## config.mk

```make
export PLATFORM = sky130hd
export DESIGN_NAME = ps2_host_tx
export DESIGN_NICKNAME = d
export VERILOG_FILES = /design/src/rtl/ps2_host_tx.sv
export SDC_FILE = /design/constraint.sdc
export NUM_CORES = 1
export LEC_CHECK = 0
export BUFFER_PORTS_ARGS = -buffer_cell sky130_fd_sc_hd__buf_2
export CAP_MARGIN = 10
export CORE_MARGIN = 5
export CORE_UTILIZATION = 51
export DETAILED_ROUTE_END_ITERATION = 16
export PLACE_DENSITY = 0.69
export SYNTH_ARGS = -nofsm -noshare
export SYNTH_HDL_FRONTEND = slang
export SYNTH_SLANG_ARGS = --single-unit
```

## constraint.sdc

```tcl
create_clock -name clk -period 3.8 [get_ports clk]
set_clock_uncertainty 0.1 [all_clocks]
set_input_delay 0.38 -clock clk [delete_from_list [all_inputs] [get_ports clk]]
set_output_delay 0.38 -clock clk [all_outputs]
set_load 0.03 [all_outputs]
```

## src/rtl/ps2_host_tx.sv

```systemverilog
// PS/2 host-to-device transmitter: inhibit, request-to-send, clock out
// one command byte on device clocks, then check the device ACK.
module ps2_host_tx #(
    parameter int INHIBIT_CYCLES = 12000,
    parameter int TIMEOUT_CYCLES = 2000000
) (
    input  logic       clk,
    input  logic       rst,
    input  logic [7:0] tx_data,
    input  logic       tx_start,
    output logic       tx_busy,
    output logic       tx_done,
    output logic       tx_err,
    input  logic       ps2_clk_in,
    input  logic       ps2_data_in,
    output logic       ps2_clk_oe,
    output logic       ps2_data_oe
);

    localparam int CNT_TOP = (INHIBIT_CYCLES > TIMEOUT_CYCLES) ?
                             INHIBIT_CYCLES : TIMEOUT_CYCLES;
    localparam int CW = $clog2(CNT_TOP + 1);
    localparam logic [CW-1:0] INH_LAST = CW'(INHIBIT_CYCLES - 1);
    localparam logic [CW-1:0] TO_LAST  = CW'(TIMEOUT_CYCLES - 1);
    localparam logic [CW-1:0] CNT_SAT  = {CW{1'b1}};

    typedef enum logic [2:0] {
        S_IDLE,
        S_INHIBIT,
        S_REQ,
        S_SEND,
        S_WAIT_ACK,
        S_WAIT_IDLE,
        S_DONE,
        S_ERR
    } state_t;

    state_t        state, state_n;
    logic [9:0]    frame, frame_n;
    logic [3:0]    idx, idx_n;
    logic [CW-1:0] cnt, cnt_n, cnt_inc;
    logic          clk_oe_q, clk_oe_n;
    logic          data_oe_q, data_oe_n;

    logic [1:0]    clk_sync, data_sync;
    logic          clk_prev;
    logic          clk_s, data_s, fall;

    assign clk_s  = clk_sync[1];
    assign data_s = data_sync[1];
    assign fall   = clk_prev & ~clk_s;

    // Two-flop synchronisers plus a delayed copy of the clock for edge detection.
    // Reset to the idle-high line level so no spurious fall appears after reset.
    always_ff @(posedge clk) begin
        if (rst) begin
            clk_sync  <= 2'b11;
            data_sync <= 2'b11;
            clk_prev  <= 1'b1;
        end else begin
            clk_sync  <= {clk_sync[0], ps2_clk_in};
            data_sync <= {data_sync[0], ps2_data_in};
            clk_prev  <= clk_s;
        end
    end

    // State, frame, counters and registered line enables.
    always_ff @(posedge clk) begin
        if (rst) begin
            state     <= S_IDLE;
            frame     <= '0;
            idx       <= '0;
            cnt       <= '0;
            clk_oe_q  <= 1'b0;
            data_oe_q <= 1'b0;
        end else begin
            state     <= state_n;
            frame     <= frame_n;
            idx       <= idx_n;
            cnt       <= cnt_n;
            clk_oe_q  <= clk_oe_n;
            data_oe_q <= data_oe_n;
        end
    end

    assign cnt_inc = (cnt == CNT_SAT) ? cnt : cnt + 1'b1;

    // Next-state and next-output logic; line enables change only on transitions
    // and on detected device clock falls while sending.
    always_comb begin
        state_n   = state;
        frame_n   = frame;
        idx_n     = idx;
        cnt_n     = cnt;
        clk_oe_n  = clk_oe_q;
        data_oe_n = data_oe_q;
        unique case (state)
            S_IDLE: begin
                clk_oe_n  = 1'b0;
                data_oe_n = 1'b0;
                if (tx_start) begin
                    frame_n  = {1'b1, ~^tx_data, tx_data};
                    cnt_n    = '0;
                    clk_oe_n = 1'b1;
                    state_n  = S_INHIBIT;
                end
            end
            S_INHIBIT: begin
                cnt_n = cnt_inc;
                if (cnt == INH_LAST) begin
                    data_oe_n = 1'b1;
                    state_n   = S_REQ;
                end
            end
            S_REQ: begin
                clk_oe_n  = 1'b0;
                data_oe_n = 1'b1;
                idx_n     = '0;
                cnt_n     = '0;
                state_n   = S_SEND;
            end
            S_SEND: begin
                cnt_n = cnt_inc;
                if (cnt >= TO_LAST) begin
                    clk_oe_n  = 1'b0;
                    data_oe_n = 1'b0;
                    state_n   = S_ERR;
                end else if (fall) begin
                    data_oe_n = ~frame[idx];
                    idx_n     = idx + 1'b1;
                    if (idx == 4'd9) begin
                        state_n = S_WAIT_ACK;
                    end
                end
            end
            S_WAIT_ACK: begin
                cnt_n = cnt_inc;
                if (cnt >= TO_LAST) begin
                    clk_oe_n  = 1'b0;
                    data_oe_n = 1'b0;
                    state_n   = S_ERR;
                end else if (fall) begin
                    state_n = data_s ? S_ERR : S_WAIT_IDLE;
                end
            end
            S_WAIT_IDLE: begin
                cnt_n = cnt_inc;
                if (cnt >= TO_LAST) begin
                    clk_oe_n  = 1'b0;
                    data_oe_n = 1'b0;
                    state_n   = S_ERR;
                end else if (clk_s && data_s) begin
                    state_n = S_DONE;
                end
            end
            S_DONE: begin
                state_n = S_IDLE;
            end
            S_ERR: begin
                clk_oe_n  = 1'b0;
                data_oe_n = 1'b0;
                state_n   = S_IDLE;
            end
            default: begin
                clk_oe_n  = 1'b0;
                data_oe_n = 1'b0;
                state_n   = S_IDLE;
            end
        endcase
    end

    assign tx_busy     = (state != S_IDLE);
    assign tx_done     = (state == S_DONE);
    assign tx_err      = (state == S_ERR);
    assign ps2_clk_oe  = clk_oe_q;
    assign ps2_data_oe = data_oe_q;

endmodule

```

==> results.py <==
metrics = {
    "setup_path": {
        "critical_path.startpoint": "cnt[15]$_SDFFE_PP0P_",
        "start_kind": "flip-flop",
        "worst_r2r_startpoint": "cnt[15]$_SDFFE_PP0P_",
        "cp.arrival_ps": 2640,
        "critPathCaptureType": "flip-flop",
        "largest_fanout_on_the_critical_path": 13,
        "timing.critical_path.required_ps": 3900,
        "setup_crit_path_kind": "flip-flop to flip-flop",
    },
    "floorplan": {
        "num_io_pins": 18,
        "die_area_mm2": 0.00628,
        "chipWidth_um": 79.3,
        "starting_density_pct": 52.2,
        "floorplan.rows": 25,
        "dieHeight_um": 79.3,
        "design.core.area_mm2": 0.00469,
    },
    "global_route": {
        "global_route_total_usage_across_every_layer_pct": 16.6,
        "grt_overflow": 0,
        "grt_pass1_wl_um": 8450,
        "initial_antenna_violation_count": 0,
        "grt_max_degree": 29,
        "vias_in_the_first_global_route": 1870,
    },
    "final_layout": {
        "drive_gt1_share_pct": 16.9,
        "syn_to_final_growth_pct": 6.13,
        "fin_nets": 312,
        "finalCoreUtilization_pct": 55.4,
        "fillerInstances": 456,
        "layoutNonFillerInstCount": 350,
        "count_of_inserted_antenna_diode_cells": 0,
    },
    "drt": {
        "detail_route.drc_violations": 0,
        "vias_per_cell": 5.73,
        "ant_nets": 0,
        "drtIter0Drc": 161,
        "detailroute.via_count": 2004,
        "route.final.wire_length_um": 4840,
        "drt-pass1-iter-count": 4,
        "wl_per_cell_um": 13.8,
    },
    "clock_network": {
        "postCtsResizedCells": 0,
        "cts_num_sinks": 45,
        "tritoncts.num_buffers": 5,
        "clkLatencyLatePin_ps": 290,
        "ctsLongestPathBuffers": 2,
        "clock_tree_from_tritoncts": "done",
        "htree_num_levels": 2,
        "cts_setup_buffers": 0,
        "root_buffer": "clkbuf_8",
        "ctsHoldBuffers": 0,
        "clk_pin_slew_worst_paths_ps": 80,
    },
    "run_status": {
        "run_status": "finished, final reports clean",
    },
    "timing": {
        "timing_worst_slew_pin_value_ps": 755,
        "hold_violations": 0,
        "grt_setup_unrepaired": "no",
        "timing.setup.tns_ps": 0,
        "layout_worst_path_cycle_share_pct": 66.7,
        "report.final.setup_viol": 0,
        "max_freq_ghz": 0.394,
        "number_of_pins_exceeding_their_max_slew_limit_in_the_final_report": 0,
        "tightest_slew_margin_relative_to_the_limit_pct": 49.7,
        "post-route-min-period_ps": 2540,
    },
    "min_path": {
        "hold_start": "ps2_clk_in",
        "worst_min_path_class": "input pin to flip-flop",
    },
    "job": {
        "drv.max_cap_violation_count": 0,
    },
    "logic_synthesis": {
        "async_reset_ff_share_pct": 0,
        "ys_warn_count": 0,
        "synth_area_mm2": 0.00245,
        "synth.ff_latch_count": 45,
        "ys_dominant_reg_cell": "dfxtp_1",
        "synth-edff-count": 0,
        "syn_area_per_cell_um2": 8.62,
        "yosys.cell_types.count": 57,
        "synthesized_netlist_cell_count": 284,
        "syn_nets": 300,
        "synth_seq_area_share_pct": 36.8,
    },
    "power": {
        "power_density_mw_per_mm2": 464,
        "p_leak_uw": 0.000950,
        "worst_ir_drop_vdd_mv": 0.230,
    },
    "placed_design": {
        "dp_hpwl_um": 3480,
        "dp.cells": 343,
        "globalplace.congestion": 0.799,
        "io_buffers": 17,
    },
}
## sequential cells by signal, summed over array words and instances, names as in the netlist
name	flops
clk_sync	2
ps2_data_oe	1
data_sync	2
ps2_clk_oe	1
idx	4
frame	10
clk_prev	1
state	3
cnt	21
## cell usage after synthesis, types with 2 or more instances
cell | number | area share, %
dfxtp_1 | 45 | 37
and3_1 | 6 | 1.5
or2_2 | 6 | 1.5
o21ai_0 | 7 | 1.4
or3_1 | 2 | 0.51
xor2_1 | 13 | 4.7
a2111oi_4 | 2 | 2.2
clkbuf_1 | 7 | 1.1
buf_6 | 5 | 2.3
nor4_1 | 2 | 0.51
a21oi_1 | 21 | 4.3
mux2i_1 | 2 | 0.82
a311oi_1 | 2 | 0.72
xnor2_1 | 11 | 3.9
nand4_1 | 11 | 2.8
nor3_1 | 7 | 1.4
nand2b_1 | 5 | 1.3
nor2_1 | 32 | 4.9
nor2b_1 | 3 | 0.77
mux4_2 | 2 | 1.8
and4_2 | 2 | 0.82
nand2_1 | 34 | 5.2
nor4b_1 | 2 | 0.72
nand3_1 | 7 | 1.4
ha_1 | 3 | 1.5
and2_1 | 5 | 1.3
a31oi_1 | 3 | 0.77
inv_1 | 8 | 1.2
## logic make-up (layout without fill, tap and decap cells)
group	after synthesis	count (layout)	synth area share, %
simple gates	134	134	28.6
xor+xnor	24	24	8.59
fa+ha+maj	3	3	1.53
flops	45	45	36.8
compound gates	52	52	16.2
buf+inv	21	33	5.16
mux	5	5	3.12
## path summary, 6_finish.rpt
check	cells past startpoint	slack, ps	end
setup / recovery	6	1260	state[0]$_SDFFE_PP0P_
hold / removal	2	160	clk_sync[0]$_SDFF_PP1_
setup reg to reg	6	1260	state[0]$_SDFFE_PP0P_
hold reg to reg	1	310	clk_sync[1]$_SDFF_PP1_
## per-stage QoR
step | power (uW) | hold WS, ps | setup slack (ps) | instance area (um2)
final | 1210 | 164 | 1260 | 2600
after global routing | 1280 | 162 | 1110 | 2600
after CTS | 1220 | 158 | 1270 | 2600
after detailed placement | 922 | 294 | 1300 | 2510
after global placement | 917 | 295 | 1350 | 2510
after floorplan | 864 | 289 | 1650 | 2450
## where the power goes
part | total, uW | switching [uW] | internal [uW] | leakage (uW)
combinational | 336 | 210 | 126 | 0.000539
sequential | 575 | 61.3 | 514 | 0.000366
clock | 296 | 151 | 144 | 0.0000443
total | 1210 | 422 | 784 | 0.000950
## critical path: stages, from the launching register on
cell	delay, ps
dfxtp_1	430
nor4b_2	310
nand2_1	90
or4_4	500
a31oi_4	410
o221ai_1	230
a2111oi_4	370
## cell type report
| type | instances | area (um2) | share of cell area [%] |
|---|---|---|---|
| clock buffer | 7 | 86.3 | 3.32 |
| inverter | 8 | 30.0 | 1.16 |
| multi-input combinational | 218 | 1420 | 54.7 |
| sequential | 45 | 901 | 34.7 |
| tap | 54 | 67.6 | 2.60 |
| timing repair buffer | 18 | 92.6 | 3.56 |
## placed cells by master (no fill, tap or decap), types with 3 or more instances in the layout
cell type | Yosys | layout
a31oi_1 | 3 | 3
inv_1 | 8 | 8
nor2b_1 | 3 | 3
o21ai_0 | 7 | 7
nand3_1 | 7 | 7
a21oi_1 | 21 | 21
or2_2 | 6 | 6
dfxtp_1 | 45 | 45
nand4_1 | 11 | 11
nor2_1 | 32 | 32
and2_1 | 5 | 5
xnor2_1 | 11 | 11
ha_1 | 3 | 3
clkbuf_8 | 1 | 6
and3_1 | 6 | 6
buf_2 | 0 | 17
xor2_1 | 13 | 13
nand2_1 | 34 | 34
nor3_1 | 7 | 7
nand2b_1 | 5 | 5
## per-layer routing
layer	share of wire, %	GRT usage, %	routed length, um
met2	44	25.6	2120
met1	49	23.0	2390
met5	0	0	0
met3	5.7	3.97	274
met4	1.2	5.15	57
Power figures use the tool's default switching activity.
